File: src/rtl/register_file.sv
// General-purpose register file: DEPTH x WIDTH storage, one synchronous write
// port, two combinational read ports and a dedicated view of register 0.
module register_file #(
  parameter int unsigned WIDTH = 16,
  parameter int unsigned DEPTH = 16
) (
  input  logic                     clk,
  input  logic                     rst_n,
  input  logic                     we,
  input  logic [$clog2(DEPTH)-1:0] sel_in,
  input  logic [$clog2(DEPTH)-1:0] sel_o1,
  input  logic [$clog2(DEPTH)-1:0] sel_o2,
  input  logic [WIDTH-1:0]         in,
  output logic [WIDTH-1:0]         o0,
  output logic [WIDTH-1:0]         o1,
  output logic [WIDTH-1:0]         o2
);

  logic [WIDTH-1:0] r_regs [DEPTH];

  // Register 0 is ordinary storage; reads never bypass a same-cycle write.
  always_ff @(posedge clk or negedge rst_n) begin
    if (!rst_n) begin
      r_regs <= '{default: '0};
    end else if (we) begin
      r_regs[sel_in] <= in;
    end
  end

  always_comb begin
    o0 = r_regs[0];
    o1 = r_regs[sel_o1];
    o2 = r_regs[sel_o2];
  end

endmodule

File: config.mk
export PLATFORM = sky130hd
export DESIGN_NAME = register_file
export DESIGN_NICKNAME = d
export VERILOG_FILES = /design/src/rtl/register_file.sv
export SDC_FILE = /design/constraint.sdc
export NUM_CORES = 1
export LEC_CHECK = 0
export ABC_AREA = 1
export ABC_CLOCK_PERIOD_IN_PS = 2200
export BUFFER_PORTS_ARGS = -buffer_cell sky130_fd_sc_hd__buf_4
export CORE_UTILIZATION = 30
export DETAILED_ROUTE_END_ITERATION = 16
export PLACE_DENSITY = 0.48
export SYNTH_ARGS = -nofsm -noshare
export SYNTH_HDL_FRONTEND = slang
export SYNTH_SLANG_ARGS = --single-unit
File: constraint.sdc
create_clock -name clk -period 2.2 [get_ports clk]
set_clock_uncertainty 0.15 [all_clocks]
set_input_delay 0.11 -clock clk [delete_from_list [all_inputs] [get_ports clk]]
set_output_delay 0.11 -clock clk [all_outputs]
set_load 0.01 [all_outputs]
==> summary.txt, run 1 <==
Run status = finished with violations
Failing checks = negative hold slack
Placed instance area = 16,390 um^2
DIE AREA = 50,940 um^2
Clock share of power = 0.364
Yosys reg bits = 256
Max incr delay on CP = 450 ps
Num CTS Buffers = 34
Worst Hold Class = in2async
Hpwl dp = 37,800 um
Setup TNS = 0 ps
Reg2reg end = o0[6]$_DFFE_PN0P_
Area contributors post-synth = dfrtp_1, nand2_1, nand3_1
Worst Setup End Kind = output pin
P&R area growth vs syn = 18.23%
Vias = 15.12k
Avg WL per Cell = 20.83 um
NetSw = 0.005329 W
Sequential share of power = 0.391
Combinational fraction of design power = 0.246
Top delay family on crit path = simple AND/OR/NAND/NOR gates
Grt ovf = 0
Pins Over Slew Limit = 0
Starting density of the core = 0.3054
I/O pin cnt = 79
Standard-cell rows = 81
Hold Vio Cnt, Final = 12
Syn avg cell area = 6.667 um^2
H-tree levels = 2
Vias in the first global route = 14.46k
Sum of buffers and inverters on the critical path = 2
Yosys cell types = 17
CP max stage cell = dfrtp_1
Synthesized cell area = 15,010 um^2
Final instance area = 17,750 um^2
Crit start category = flop
Pre-antenna DRT Iters = 6
Initial drt markers = 1,853
Clk root buf = clkbuf_16
Share of cells above drive strength 1 = 0.09139
Via density = 5.123
Measured slew at the worst slew-check pin = 617.8 ps
Critical path fanouts, max = 3
Peak VDD IR = 0.4128 mV
Leak = 9.061 nW
Number of remaining DRC errors = 0
Sw Ratio = 0.3326
Seq/Total Area, Yosys = 0.4267
Final min period = 2096 ps
Cell Pwr Density = 902.8 nW/um^2
Hold Worst Slack = -17.61 ps
Crit. Startpoint = o0[2]$_DFFE_PN0P_
Gr usage total = 0.2469
Clock transition at path regs = 50 ps
Pwr Total = 0.01602 W
Setup bufs post-CTS = 0
Setup Viol. Count Final = 0
Die Wd = 225.7 um
Critical path required time = 1940 ps
Worst-skew pair later-pin latency = 540 ps
Reg-to-reg startpoint = o0[6]$_DFFE_PN0P_
RSZ-0062 raised after global routing = false
First-pass GRT wire length = 93,450 um
Die Height = 225.7 um
CP Cell Sequence = inv_1 -> nand2_1 -> nand3_1 -> nand3_1 -> nand3_1 -> nand2_1 -> buf_4
Critical setup path kind = reg2out
Final #Nets = 2,292
I/O Buffers = 78
Highest clock rate = 477.0 MHz
Largest net degree at the start of global routing = 71
Routed Antenna Nets = 0
Int Power = 0.01069 W
End of the critical path = o1[2]
Worst slew margin = 0.5877
Max Root-Sink Buffers = 3
RD Place Congestion = 0.8429
Core ar. = 49,150 um^2
Crit path depth = 7
WL final = 61,490 um
Yosys top cell by area = dfrtp_1
CP arrival = 1840 ps
Fin crit share = 0.9529
Worst R2R Setup Slack = 1240 ps
Syn Nets = 2,283
Reg2reg path depth = 2
CTS tree = done
Top cell by count, worst path = nand3_1
Max-capacitance violation count = 0
Initial antenna violation count = 0
Post-Syn Instances = 2,252
Ys Warns = 0
Clock sink total = 256
Post-synth top area share = 0.4267
## synth_stat cells, drive strengths merged
master and instances:
dfrtp 256, inv 284, nor2 7, nand3 453, nor3 2, nand2 812, clkbuf 61, o21ai 256
buf 121
## power by group through the flow
stage | registers [W] | clock network, W | logic, W
floorplan | 0.00613 | 0 | 0.00264
detailed placement | 0.00631 | 0 | 0.00389
global placement | 0.00630 | 0 | 0.00383
CTS | 0.00624 | 0.00595 | 0.00393
global route | 0.00637 | 0.00616 | 0.00451
finish | 0.00626 | 0.00583 | 0.00393
## stage by stage
| step | setup slack (ps) | instances | util |
|---|---|---|---|
| floorplan | 977.3 | 2252 | - |
| global placement | 351.9 | 2872 | 0.3335 |
| detailed placement | 329.3 | 2872 | 0.3335 |
| CTS | 42.34 | 2951 | 0.3610 |
| global route | 14.50 | 2951 | 0.3611 |
| finish | 103.7 | 2952 | 0.3611 |
## cells in the final DEF (no fill, tap or decap)
cell / count
clkinvlp_4: 4
dfrtp_1: 256
inv_2: 2
nand3_2: 2
inv_4: 2
clkbuf_1: 6
o21ai_0: 245
clkinv_2: 4
nor2_2: 5
nor3_4: 2
nand3_4: 1
nor2_1: 2
bufinv_16: 2
buf_12: 28
diode_2: 1
clkbuf_8: 9
dlygate4sd3_1: 17
nand2_2: 1
inv_1: 280
clkbuf_16: 37
nand2_1: 811
buf_4: 109
nand3_1: 450
o21ai_1: 11
buf_8: 1
## area by class of cell
type	instances	area, um^2
Clock inverter	10	110.1
Fill cell	5287	31400
Tap cell	664	830.8
Antenna cell	1	2.502
Inverter	284	1071
Timing Repair Buffer	155	1564
Clock buffer	52	1072
Multi-Input combinational cell	1530	6693
Sequential cell	256	6406
## flip-flops by register name (all words and copies together), names as in the netlist
signal / cells
r_regs: 240
o0: 16
## kinds of logic (layout without fill, tap and decap cells)
family,count (synthesis),count (layout),synth area share
simple gates,1274,1274,0.3599
buf+inv,466,501,0.1280
compound gates,256,256,0.08534
flops,256,256,0.4267
other cells,0,1,0
## worst register-to-register path, cell delays in order, from the launching register on
cell and delay, ps:
dfrtp_1 500, nand2_1 110, o21ai_0 70
## per-layer routing
layer | GRT usage | routed length (um) | vias up
li1 | - | - | 7080
met5 | 0 | 0 | -
met1 | 0.3671 | 28850 | 7225
met3 | 0.04254 | 5403 | 92
met2 | 0.3643 | 25720 | 726
met4 | 0.06627 | 1525 | 0
## worst min-delay path by stage
stage               slack (ps)                endpoint  startpoint
floorplan                 -340       o0[0]$_DFFE_PN0P_       rst_n
global placement           -30   r_regs[3]$_DFFE_PN0P_       rst_n
detailed placement         -30  r_regs[19]$_DFFE_PN0P_       rst_n
CTS                          3  r_regs[19]$_DFFE_PN0P_       rst_n
global route                20  r_regs[19]$_DFFE_PN0P_       rst_n
finish                     -20  r_regs[19]$_DFFE_PN0P_       rst_n
## timing repair
action                                  CTS  global route
hold buffers                             17             0
endpoints found under the setup margin    0             1
resized for setup                         0             1
hold endpoints to repair                406             0
Note: power is estimated with default switching activity, not from simulation.
==> inputs of run 2 (changes only) <==
--- a/config.mk
+++ b/config.mk
@@ -8,9 +8,10 @@
 export ABC_AREA = 1
 export ABC_CLOCK_PERIOD_IN_PS = 2200
 export BUFFER_PORTS_ARGS = -buffer_cell sky130_fd_sc_hd__buf_4
-export CORE_UTILIZATION = 30
+export CORE_UTILIZATION = 32
+export CTS_CLUSTER_SIZE = 25
 export DETAILED_ROUTE_END_ITERATION = 16
-export PLACE_DENSITY = 0.48
+export PLACE_DENSITY = 0.5
 export SYNTH_ARGS = -nofsm -noshare
 export SYNTH_HDL_FRONTEND = slang
 export SYNTH_SLANG_ARGS = --single-unit
==> constraint.sdc (replaced) <==
create_clock -name clk -period 2.2 [get_ports clk]
set_clock_uncertainty 0.15 [all_clocks]
set_input_delay 0.22 -clock clk [delete_from_list [all_inputs] [get_ports clk]]
set_output_delay 0.22 -clock clk [all_outputs]
set_load 0.01 [all_outputs]
==> run 2 against run 1 <==
- the run now ends clean
- first-iteration DRC count shrank 8.1%
- sequential power shrank 0.8%
- clock-buffer cell count shrank 5
- fmax shrank 0.87%
- non-clock buffer count unchanged
- sequential cell count stayed put
- hold slack better by 49 ps
- register-to-register slack got worse by 20 ps
- critical path depth stayed put
- critical path type unchanged
- largest power group unchanged
- highest routed layer is now met5
==> summary.txt, run 2 (synthesized netlist as in run 1, its figures left out) <==
Clk root buf = clkbuf_16
Footprint of the multi-input gates = 6738 um^2
Leak = 9.008 nW
Pins Over Slew Limit = 0
Worst-skew pair later-pin latency = 590 ps
Via density = 5.180
CP Cell Sequence = inv_1 -> nand2_1 -> nand3_1 -> nand3_1 -> nand3_1 -> nand2_2 -> buf_4
Setup TNS = 0 ps
Max reg flops = 240
Largest Register = r_regs
Cell Pwr Density = 873.7 nW/um^2
Hpwl dp = 35,750 um
Core ar. = 46,460 um^2
Measured slew at the worst slew-check pin = 508.2 ps
Reg-to-reg startpoint = o0[11]$_DFFE_PN0P_
Storage element area = 6419 um^2
Die Wd = 218.6 um
Reg2reg path depth = 3
Top cell by count, worst path = nand3_1
Hold Vio Cnt, Final = 0
Standard-cell rows = 79
Worst Setup End Kind = output pin
Sequential share of power = 0.404
Clock share of power = 0.336
CP max stage cell = dfrtp_1
Sw Ratio = 0.3386
H-tree levels = 1
Initial drt markers = 1,703
Avg WL per Cell = 20.57 um
Share of cells above drive strength 1 = 0.09991
Routed Antenna Nets = 0
CP arrival = 1740 ps
Vias in the first global route = 14.22k
Most frequent cells in the layout = nand2_1, nand3_1, inv_1
WL final = 59,430 um
Vias = 14.96k
Fin crit share = 0.9612
Worst slew margin = 0.6612
Combinational fraction of design power = 0.261
Initial antenna violation count = 1
RSZ-0062 raised after global routing = false
Setup Viol. Count Final = 0
RD Place Congestion = 0.8358
Hold Worst Slack = 31.52 ps
Clock sink total = 256
Crit start category = flop
Critical path required time = 1830 ps
Worst Hold Class = in2async
Critical setup path kind = reg2out
Largest net degree at the start of global routing = 76
CTS tree = done
Num CTS Buffers = 31
Peak VDD IR = 0.6094 mV
Critical path fanouts, max = 3
Pre-antenna DRT Iters = 5
DIE AREA = 47,790 um^2
N_diodes = 0
Gr usage total = 0.2513
Final Core Density = 0.3792
Number of remaining DRC errors = 0
Max Root-Sink Buffers = 3
Max-capacitance violation count = 0
I/O pin cnt = 79
Die Height = 218.6 um
Clock transition at path regs = 60 ps
Grt ovf = 0
Commonest non-fill, non-tap cell in the layout = nand2_1
Final #Nets = 2,289
Highest clock rate = 472.9 MHz
Max incr delay on CP = 400 ps
First-pass GRT wire length = 90,070 um
I/O Buffers = 78
Int Power = 0.01018 W
NetSw = 0.005210 W
Starting density of the core = 0.3232
Run status = completed
Reg2reg end = o0[11]$_DFFE_PN0P_
P&R area growth vs syn = 17.33%
Filler Cells Inserted = 4,914
Final min period = 2115 ps
Worst R2R Setup Slack = 1220 ps
## run 2: through the flow
stage / area (um^2) / setup slack, ps / power, W / std cells
6_report: 17610 / 85.28 / 0.01539 / 2889
5_1_grt: 17610 / 8.389 / 0.01638 / 2889
4_1_cts: 17510 / 4.449 / 0.01544 / 2882
3_5_place_dp: 16310 / 255.2 / 0.01017 / 2808
3_3_place_gp: 16310 / 251.2 / 0.01009 / 2808
2_1_floorplan: 15010 / 757.3 / 0.008764 / 2252
## run 2: worst max-delay path by stage
stage	cells after the start	slack, ps	from	endpoint
after global placement	9	250	sel_o2[0]	o2[0]
after floorplan	8	760	sel_o2[0]	o2[11]
final	7	90	o0[12]$_DFFE_PN0P_	o2[12]
after CTS	7	4	o0[2]$_DFFE_PN0P_	o2[2]
after detailed placement	10	260	sel_o2[0]	o2[6]
after global routing	7	8	r_regs[237]$_DFFE_PN0P_	o1[13]
## run 2: cell type report
cell class / instances / area share
clock inverters: 10 / 0.005114
flip-flops and latches: 256 / 0.3644
repair buffers: 155 / 0.09092
inverters: 284 / 0.06080
well taps: 607 / 0.04312
clock buffers: 47 / 0.05313
multi-input cells: 1530 / 0.3825
## run 2: what timing repair did
action / CTS / global route
pin swaps: 0 / 0
resized for setup: 5 / 20
gates cloned: 0 / 0
endpoints found under the setup margin: 5 / 21
hold endpoints to repair: 343 / 0
hold buffers: 17 / 0
setup buffers: 0 / 7
## run 2: worst max-delay path: cells and delay by family, from the launching register on
kind,cells,cell delay [ps]
AND/OR/NAND/NOR,5,480
buffers and inverters,2,280
flip-flops,1,400
## run 2: power by group through the flow
stage,Clock (W),Combinational [W],Sequential (W)
after global routing,0.00548,0.00457,0.00632
final,0.00516,0.00401,0.00621
after detailed placement,0,0.00387,0.00630
after floorplan,0,0.00264,0.00613
after global placement,0,0.00380,0.00629
after CTS,0.00529,0.00391,0.00624
## run 2: per-layer routing
metal | part of all wire | GRT usage
met5 | 0.00022 | 0
met4 | 0.026 | 0.06853
met3 | 0.080 | 0.03048
met2 | 0.43 | 0.3753
met1 | 0.47 | 0.3775
